File: src/rtl/uart_tx_fifo_arbiter_if.sv
// rtl/uart_tx_fifo_arbiter_if.sv - requester streams and FIFO write port shared by the TX arbiter
interface uart_tx_fifo_arbiter_if #(
    parameter int NUM_REQ    = 4,
    parameter int DATA_WIDTH = 8
);
    localparam int ID_W = (NUM_REQ > 1) ? $clog2(NUM_REQ) : 1;

    logic [NUM_REQ-1:0]            Req_Valid;
    logic [NUM_REQ*DATA_WIDTH-1:0] Req_Data;
    logic [NUM_REQ-1:0]            Req_Last;
    logic [NUM_REQ-1:0]            Req_Ready;
    logic                          Fifo_Full;
    logic                          Fifo_Write;
    logic [DATA_WIDTH-1:0]         Fifo_Din;
    logic [ID_W-1:0]               Grant_Id;
    logic                          Busy;

    // Environment side: byte sources plus the FIFO full flag
    modport master (
        output Req_Valid, Req_Data, Req_Last, Fifo_Full,
        input  Req_Ready, Fifo_Write, Fifo_Din, Grant_Id, Busy
    );

    // Arbiter side
    modport slave (
        input  Req_Valid, Req_Data, Req_Last, Fifo_Full,
        output Req_Ready, Fifo_Write, Fifo_Din, Grant_Id, Busy
    );
endinterface

File: src/rtl/uart_tx_fifo_arbiter.sv
// rtl/uart_tx_fifo_arbiter.sv - round-robin UART TX FIFO write-port arbiter; ARB_STATS_EN adds byte/stall counters
module uart_tx_fifo_arbiter #(
    parameter int NUM_REQ      = 4,
    parameter int DATA_WIDTH   = 8,
    parameter int MAX_BURST    = 4,
    parameter int IDLE_TIMEOUT = 8
) (
    input  logic                    Clk,
    input  logic                    Reset_n,
    uart_tx_fifo_arbiter_if.slave   bus
`ifdef ARB_STATS_EN
    ,
    output logic [15:0]             Byte_Count,
    output logic [15:0]             Stall_Count
`endif
);
    localparam int ID_W = (NUM_REQ > 1) ? $clog2(NUM_REQ) : 1;

    typedef enum logic [0:0] {
        S_IDLE  = 1'b0,
        S_GRANT = 1'b1
    } state_t;

    state_t          state_q;
    logic [ID_W-1:0] grant_id;
    logic [ID_W-1:0] last_grant;
    logic [7:0]      burst_cnt;
    logic [7:0]      idle_cnt;

    logic            busy;
    logic            cur_valid;
    logic            cur_last;
    logic            xfer;
    logic            pick_found;
    logic [ID_W-1:0] pick_idx;
    logic [ID_W-1:0] cand;

    assign busy      = (state_q == S_GRANT);
    assign cur_valid = bus.Req_Valid[grant_id];
    assign cur_last  = bus.Req_Last[grant_id];
    assign xfer      = busy & cur_valid & ~bus.Fifo_Full;

    assign bus.Busy       = busy;
    assign bus.Grant_Id   = grant_id;
    assign bus.Fifo_Write = xfer;

    // Write port and per-source ready follow the granted source only, and only on a transfer
    always_comb begin
        bus.Fifo_Din  = '0;
        bus.Req_Ready = '0;
        if (xfer) begin
            bus.Fifo_Din  = bus.Req_Data[grant_id*DATA_WIDTH +: DATA_WIDTH];
            bus.Req_Ready = NUM_REQ'(1) << grant_id;
        end
    end

    // Round-robin pick: first valid source after the last granted one, wrapping around
    always_comb begin
        pick_found = 1'b0;
        pick_idx   = '0;
        cand       = '0;
        for (int i = 1; i <= NUM_REQ; i++) begin
            cand = ID_W'((int'(last_grant) + i) % NUM_REQ);
            if (!pick_found && bus.Req_Valid[cand]) begin
                pick_found = 1'b1;
                pick_idx   = cand;
            end
        end
    end

    // Grant FSM: hold a source until Last, burst limit or idle timeout; IDLE always lasts one cycle
    always_ff @(posedge Clk or negedge Reset_n) begin
        if (!Reset_n) begin
            state_q    <= S_IDLE;
            grant_id   <= '0;
            last_grant <= ID_W'(NUM_REQ - 1);
            burst_cnt  <= 8'd0;
            idle_cnt   <= 8'd0;
        end else begin
            case (state_q)
                S_IDLE: begin
                    if (pick_found) begin
                        grant_id   <= pick_idx;
                        last_grant <= pick_idx;
                        burst_cnt  <= 8'd0;
                        idle_cnt   <= 8'd0;
                        state_q    <= S_GRANT;
                    end
                end
                S_GRANT: begin
                    if (xfer) begin
                        burst_cnt <= burst_cnt + 8'd1;
                        idle_cnt  <= 8'd0;
                        if (cur_last || (burst_cnt == 8'(MAX_BURST - 1))) begin
                            state_q <= S_IDLE;
                        end
                    end else if (!cur_valid) begin
                        // A full-stalled source still has data, so only a missing valid counts as idle
                        idle_cnt <= idle_cnt + 8'd1;
                        if (idle_cnt == 8'(IDLE_TIMEOUT - 1)) begin
                            state_q <= S_IDLE;
                        end
                    end
                end
                default: state_q <= S_IDLE;
            endcase
        end
    end

`ifdef ARB_STATS_EN
    logic stall;
    assign stall = busy & cur_valid & bus.Fifo_Full;

    // Saturating statistics, cleared only by reset
    always_ff @(posedge Clk or negedge Reset_n) begin
        if (!Reset_n) begin
            Byte_Count  <= 16'd0;
            Stall_Count <= 16'd0;
        end else begin
            if (xfer && (Byte_Count != 16'hFFFF)) begin
                Byte_Count <= Byte_Count + 16'd1;
            end
            if (stall && (Stall_Count != 16'hFFFF)) begin
                Stall_Count <= Stall_Count + 16'd1;
            end
        end
    end
`endif

endmodule
File: src/flat_wrapper.sv
// flat-port wrapper written by rule: the top's interface ports become plain ports
module uart_tx_fifo_arbiter_flat 
#(
    parameter int NUM_REQ      = 4,
    parameter int DATA_WIDTH   = 8,
    parameter int MAX_BURST    = 4,
    parameter int IDLE_TIMEOUT = 8
)
  (Clk, Reset_n, bus_Req_Valid, bus_Req_Data, bus_Req_Last, bus_Fifo_Full, bus_Req_Ready, bus_Fifo_Write, bus_Fifo_Din, bus_Grant_Id, bus_Busy);
  uart_tx_fifo_arbiter_if #(.NUM_REQ(NUM_REQ), .DATA_WIDTH(DATA_WIDTH)) bus_i ();
  input  logic Clk;
  input  logic Reset_n;
  input wire logic [$bits(bus_i.Req_Valid)-1:0] bus_Req_Valid;
  input wire logic [$bits(bus_i.Req_Data)-1:0] bus_Req_Data;
  input wire logic [$bits(bus_i.Req_Last)-1:0] bus_Req_Last;
  input wire logic [$bits(bus_i.Fifo_Full)-1:0] bus_Fifo_Full;
  output wire logic [$bits(bus_i.Req_Ready)-1:0] bus_Req_Ready;
  output wire logic [$bits(bus_i.Fifo_Write)-1:0] bus_Fifo_Write;
  output wire logic [$bits(bus_i.Fifo_Din)-1:0] bus_Fifo_Din;
  output wire logic [$bits(bus_i.Grant_Id)-1:0] bus_Grant_Id;
  output wire logic [$bits(bus_i.Busy)-1:0] bus_Busy;
  assign bus_i.Req_Valid = bus_Req_Valid;
  assign bus_i.Req_Data = bus_Req_Data;
  assign bus_i.Req_Last = bus_Req_Last;
  assign bus_i.Fifo_Full = bus_Fifo_Full;
  assign bus_Req_Ready = bus_i.Req_Ready;
  assign bus_Fifo_Write = bus_i.Fifo_Write;
  assign bus_Fifo_Din = bus_i.Fifo_Din;
  assign bus_Grant_Id = bus_i.Grant_Id;
  assign bus_Busy = bus_i.Busy;
  uart_tx_fifo_arbiter #(.NUM_REQ(NUM_REQ), .DATA_WIDTH(DATA_WIDTH), .MAX_BURST(MAX_BURST), .IDLE_TIMEOUT(IDLE_TIMEOUT)) u_core (.Clk(Clk), .Reset_n(Reset_n), .bus(bus_i));
endmodule
File: config.mk
export PLATFORM = sky130hd
export DESIGN_NAME = uart_tx_fifo_arbiter_flat
export DESIGN_NICKNAME = d
export VERILOG_FILES = /design/src/rtl/uart_tx_fifo_arbiter_if.sv /design/src/rtl/uart_tx_fifo_arbiter.sv /design/src/flat_wrapper.sv
export SDC_FILE = /design/constraint.sdc
export NUM_CORES = 1
export LEC_CHECK = 0
export CAP_MARGIN = 20
export CORE_MARGIN = 2
export CORE_UTILIZATION = 40
export CTS_CLUSTER_SIZE = 30
export DETAILED_ROUTE_END_ITERATION = 8
export PLACE_DENSITY_LB_ADDON = 0.08
export REMOVE_ABC_BUFFERS = 1
export SYNTH_ARGS = -nofsm -noshare
export SYNTH_HDL_FRONTEND = slang
export SYNTH_SLANG_ARGS = --single-unit
File: constraint.sdc
create_clock -name Clk -period 2.1 [get_ports Clk]
set_input_delay 0.315 -clock Clk [delete_from_list [all_inputs] [get_ports Clk]]
set_output_delay 0.315 -clock Clk [all_outputs]
set_load 0.02 [all_outputs]
==> flow_summary.rst <==
.. list-table::
   :header-rows: 1

   * - Metric
     - Value
   * - Sw frac
     - 39.1%
   * - Maximum buffer depth of the clock tree
     - 2
   * - Hold Crit Class
     - in2async
   * - Final min period
     - 2050 ps
   * - Number of global-route vias before repair
     - 1628
   * - Netlist Area Pre-Place
     - 1610 um^2
   * - Buffer cell driving the clock tree root
     - sky130_fd_sc_hd__clkbuf_8
   * - Worst slew slack as a fraction of its limit
     - 73.0%
   * - Tightest hold margin
     - 397 ps
   * - CP Capture Type
     - output pin
   * - DRT iter0 DRCs
     - 113
   * - Share of Yosys cell area claimed by the top area cell type
     - 29.5%
   * - Die width
     - 67.5 um
   * - Fraction of registers with async set or reset after synthesis
     - 100%
   * - Vias/cell
     - between 5 and 6
   * - Highest fanout seen on the critical path
     - 5
   * - Detailed-route DRC error count
     - 0
   * - Gate count of the mapped netlist
     - roughly 170
   * - Main synth FF type
     - sky130_fd_sc_hd__dfrtp_1
   * - Area growth from synthesis to layout
     - 52.7%
   * - Half-perimeter wire length after placement
     - around 3.5 mm
   * - Initial DRT Pass Iterations
     - 4
   * - Tot Pwr
     - 2370 uW
   * - Total die area
     - 4560 um^2
   * - Number of ports placed on the die boundary
     - 59
   * - Yosys warns
     - 0
   * - VDD IR-drop max
     - 591 uV
   * - Max-slew violation total from the final report
     - 0
   * - Cell area power density
     - approximately 960 nW/um^2
   * - Starting Density
     - about two fifths
   * - Worst reg-to-reg path cell count
     - 4
   * - Critical path type
     - in2out
   * - Mean cell area of the mapped netlist
     - about 10 um^2
   * - Fraction of final layout cells sized beyond drive strength 1
     - approximately a quarter
   * - Post-placement setup slack
     - -339 ps
   * - Arrival time reported for the critical path endpoint
     - 1730 ps
   * - Register share of total power
     - 27.9%
   * - Total Routed Length
     - 4.46 mm
   * - Number of H-tree levels
     - 1
   * - Standard-cell rows
     - 23
   * - Routed len/inst
     - approximately 15 um
   * - Part of the cycle the worst path needs
     - 97.5%
   * - Placer Congestion
     - ~0.85
   * - WP data required
     - approximately 1800 ps
   * - Port bufs
     - 58
   * - Worst Skew
     - 2.09 ps
   * - Final Hold Violating Endpoints
     - 0
   * - Count of vias placed by the detailed router
     - 1650
   * - Antenna cells
     - 0
   * - Leakage dissipation
     - 0.00105 uW
   * - Area leader, netlist
     - sky130_fd_sc_hd__dfrtp_1
   * - Y dimension of the die
     - ~68 um
   * - Number of cells in the design after placement
     - 286
   * - Initial antenna violation count
     - 0
   * - Worst-path clk slew
     - approximately 70 ps
   * - Layout Nets
     - slightly below 300
   * - Core region area
     - 3940 um^2
   * - Count of antenna-violating nets left after detailed routing
     - 0
   * - Number of setup violations in the final report
     - 0
   * - Clock network latency to the later pin of the worst-skew pair
     - 250 ps
   * - Max-Cap Viols
     - 0
   * - Sink Count
     - 21
   * - Yosys cell types
     - 46
   * - Global-route wire length before repair
     - 7.24 mm
   * - Proportion of synthesized chip area in sequential cells
     - ~33%
   * - Least setup slack across all paths after layout
     - 51.6 ps
   * - Overflow after GRT
     - 0
   * - Setup repair after global routing missed its margin
     - true
   * - Worst Max-Slew Pin Slew
     - 398 ps
   * - Count of hold-fix buffers inserted at cts
     - 0
   * - Type of origin of the critical path
     - primary input
   * - Clk pwr share
     - 10.9%
   * - Most area-consuming cells after synthesis
     - sky130_fd_sc_hd__dfrtp_1, sky130_fd_sc_hd__mux4_2, sky130_fd_sc_hd__nor2b_1, sky130_fd_sc_hd__nand3_1, sky130_fd_sc_hd__o31ai_1
   * - Total internal power
     - around 1400 uW
   * - Achievable frequency
     - a little under 500 MHz
   * - CTS tree
     - yes
   * - Number of synthesized register bits
     - 21
   * - Number of cells in the finished layout apart from fillers
     - 294
   * - Result of the run
     - complete, no violations
   * - Comb power frac
     - 61.1%
   * - Net switching component of the power
     - 926 uW
   * - Clock buffer count from CTS
     - 3
   * - Aggregate global-route resource usage
     - 20.5%
   * - Final core utilization
     - 62.5%
   * - Pin count of the biggest net entering global routing
     - 22
   * - Number of flops mapped to enable cells by yosys
     - 0
[flip-flops by register name, indices dropped and copies added, names as in the netlist]
register             count
u_core.bus.Grant_Id      2
u_core.idle_cnt          8
u_core.bus.Busy          1
u_core.last_grant        2
u_core.burst_cnt         8
[final timing paths]
kind / slack, ps / endpoint / start
setup / recovery: 50 / bus_Fifo_Din[5] / bus_Req_Valid[1]
hold / removal: 400 / u_core.idle_cnt[2] / Reset_n
setup reg to reg: 160 / u_core.idle_cnt[5] / u_core.bus.Grant_Id[1]
hold reg to reg: 490 / u_core.burst_cnt[7] / u_core.burst_cnt[7]
max in group asynchronous: 1430 / u_core.last_grant[1] / Reset_n
min in group Clk: 490 / u_core.burst_cnt[7] / u_core.burst_cnt[7]
[cell usage after synthesis (all sizes together), types with 3 or more instances]
library cell / instances
mux4: 10
dfrtp: 19
nand3: 12
mux2: 3
o31ai: 8
a21oi: 7
and3: 6
buf: 4
or4: 5
or2: 3
clkbuf: 8
inv: 5
nor2b: 10
nor3: 3
nor2: 6
and4: 3
o211ai: 7
o21ai: 4
nand2: 12
[final cells by class]
class                      instances  area (um^2)
clock buffer                       4         45.0
fill                             306         1480
inverter                           5         18.8
multi-input combinational        128         1020
sequential                        21          529
tap                               50         62.6
timing repair buffer              86          785
[cell families after synthesis]
| group | Yosys count | synth area share (%) |
|---|---|---|
| buffers and inverters | 17 | 4.88 |
| adder cells (fa/ha/maj) | 2 | 1.55 |
| multiplexers | 15 | 17.3 |
| AND/OR/NAND/NOR | 74 | 27.4 |
| AO/OA/AOI/OAI | 37 | 16.2 |
| flip-flops | 21 | 32.7 |
[placed cells by master, fill, tap and decap left out, types with 4 or more instances in the layout]
| master | count |
|---|---|
| sky130_fd_sc_hd__clkdlybuf4s50_1 | 44 |
| sky130_fd_sc_hd__buf_4 | 24 |
| sky130_fd_sc_hd__dfrtp_1 | 18 |
| sky130_fd_sc_hd__nand2_1 | 12 |
| sky130_fd_sc_hd__nand3_1 | 12 |
| sky130_fd_sc_hd__mux4_2 | 10 |
| sky130_fd_sc_hd__nor2b_1 | 10 |
| sky130_fd_sc_hd__o31ai_1 | 8 |
| sky130_fd_sc_hd__clkbuf_2 | 8 |
| sky130_fd_sc_hd__o211ai_1 | 7 |
| sky130_fd_sc_hd__nor2_1 | 6 |
| sky130_fd_sc_hd__a21oi_1 | 6 |
| sky130_fd_sc_hd__inv_1 | 5 |
| sky130_fd_sc_hd__and3_1 | 5 |
| sky130_fd_sc_hd__or4_1 | 4 |
| sky130_fd_sc_hd__o21ai_0 | 4 |
| sky130_fd_sc_hd__dlygate4sd2_1 | 4 |
[per-stage QoR]
step                      area (um^2)  setup TNS, ps
after detailed placement         2390          -4890
after floorplan                  1550         -13720
after CTS                        2440              0
after global placement           2390          -3650
final                            2460              0
after global routing             2460          -27.8
[power groups by stage]
stage                     clock network (uW)  logic [uW]  registers, uW
after floorplan                            0         692            727
after global placement                     0        1360            656
after detailed placement                   0        1390            662
after CTS                                265        1380            661
after global routing                     285        1580            684
final                                    259        1450            662
[layer usage]
layer | wire (um) | GRT usage [%]
met1 | 1900 | 26.7
met2 | 2290 | 36.0
met3 | 245 | 2.33
met4 | 32 | 5.36
met5 | 0 | 0
[worst max-delay path, stage by stage]
cell and delay, ps:
sky130_fd_sc_hd__clkdlybuf4s50_1 440, sky130_fd_sc_hd__mux2_2 320, sky130_fd_sc_hd__a22oi_2 190, sky130_fd_sc_hd__buf_4 170, sky130_fd_sc_hd__nor2b_1 50, sky130_fd_sc_hd__clkdlybuf4s15_2 250
[what timing repair did]
item | CTS | global route
pin swaps | 0 | 1
buffers inserted | 1 | 2
gates resized for setup | 25 | 13
setup endpoints to repair | 13 | 11
gates cloned | 0 | 1
Power figures use the tool's default switching activity.
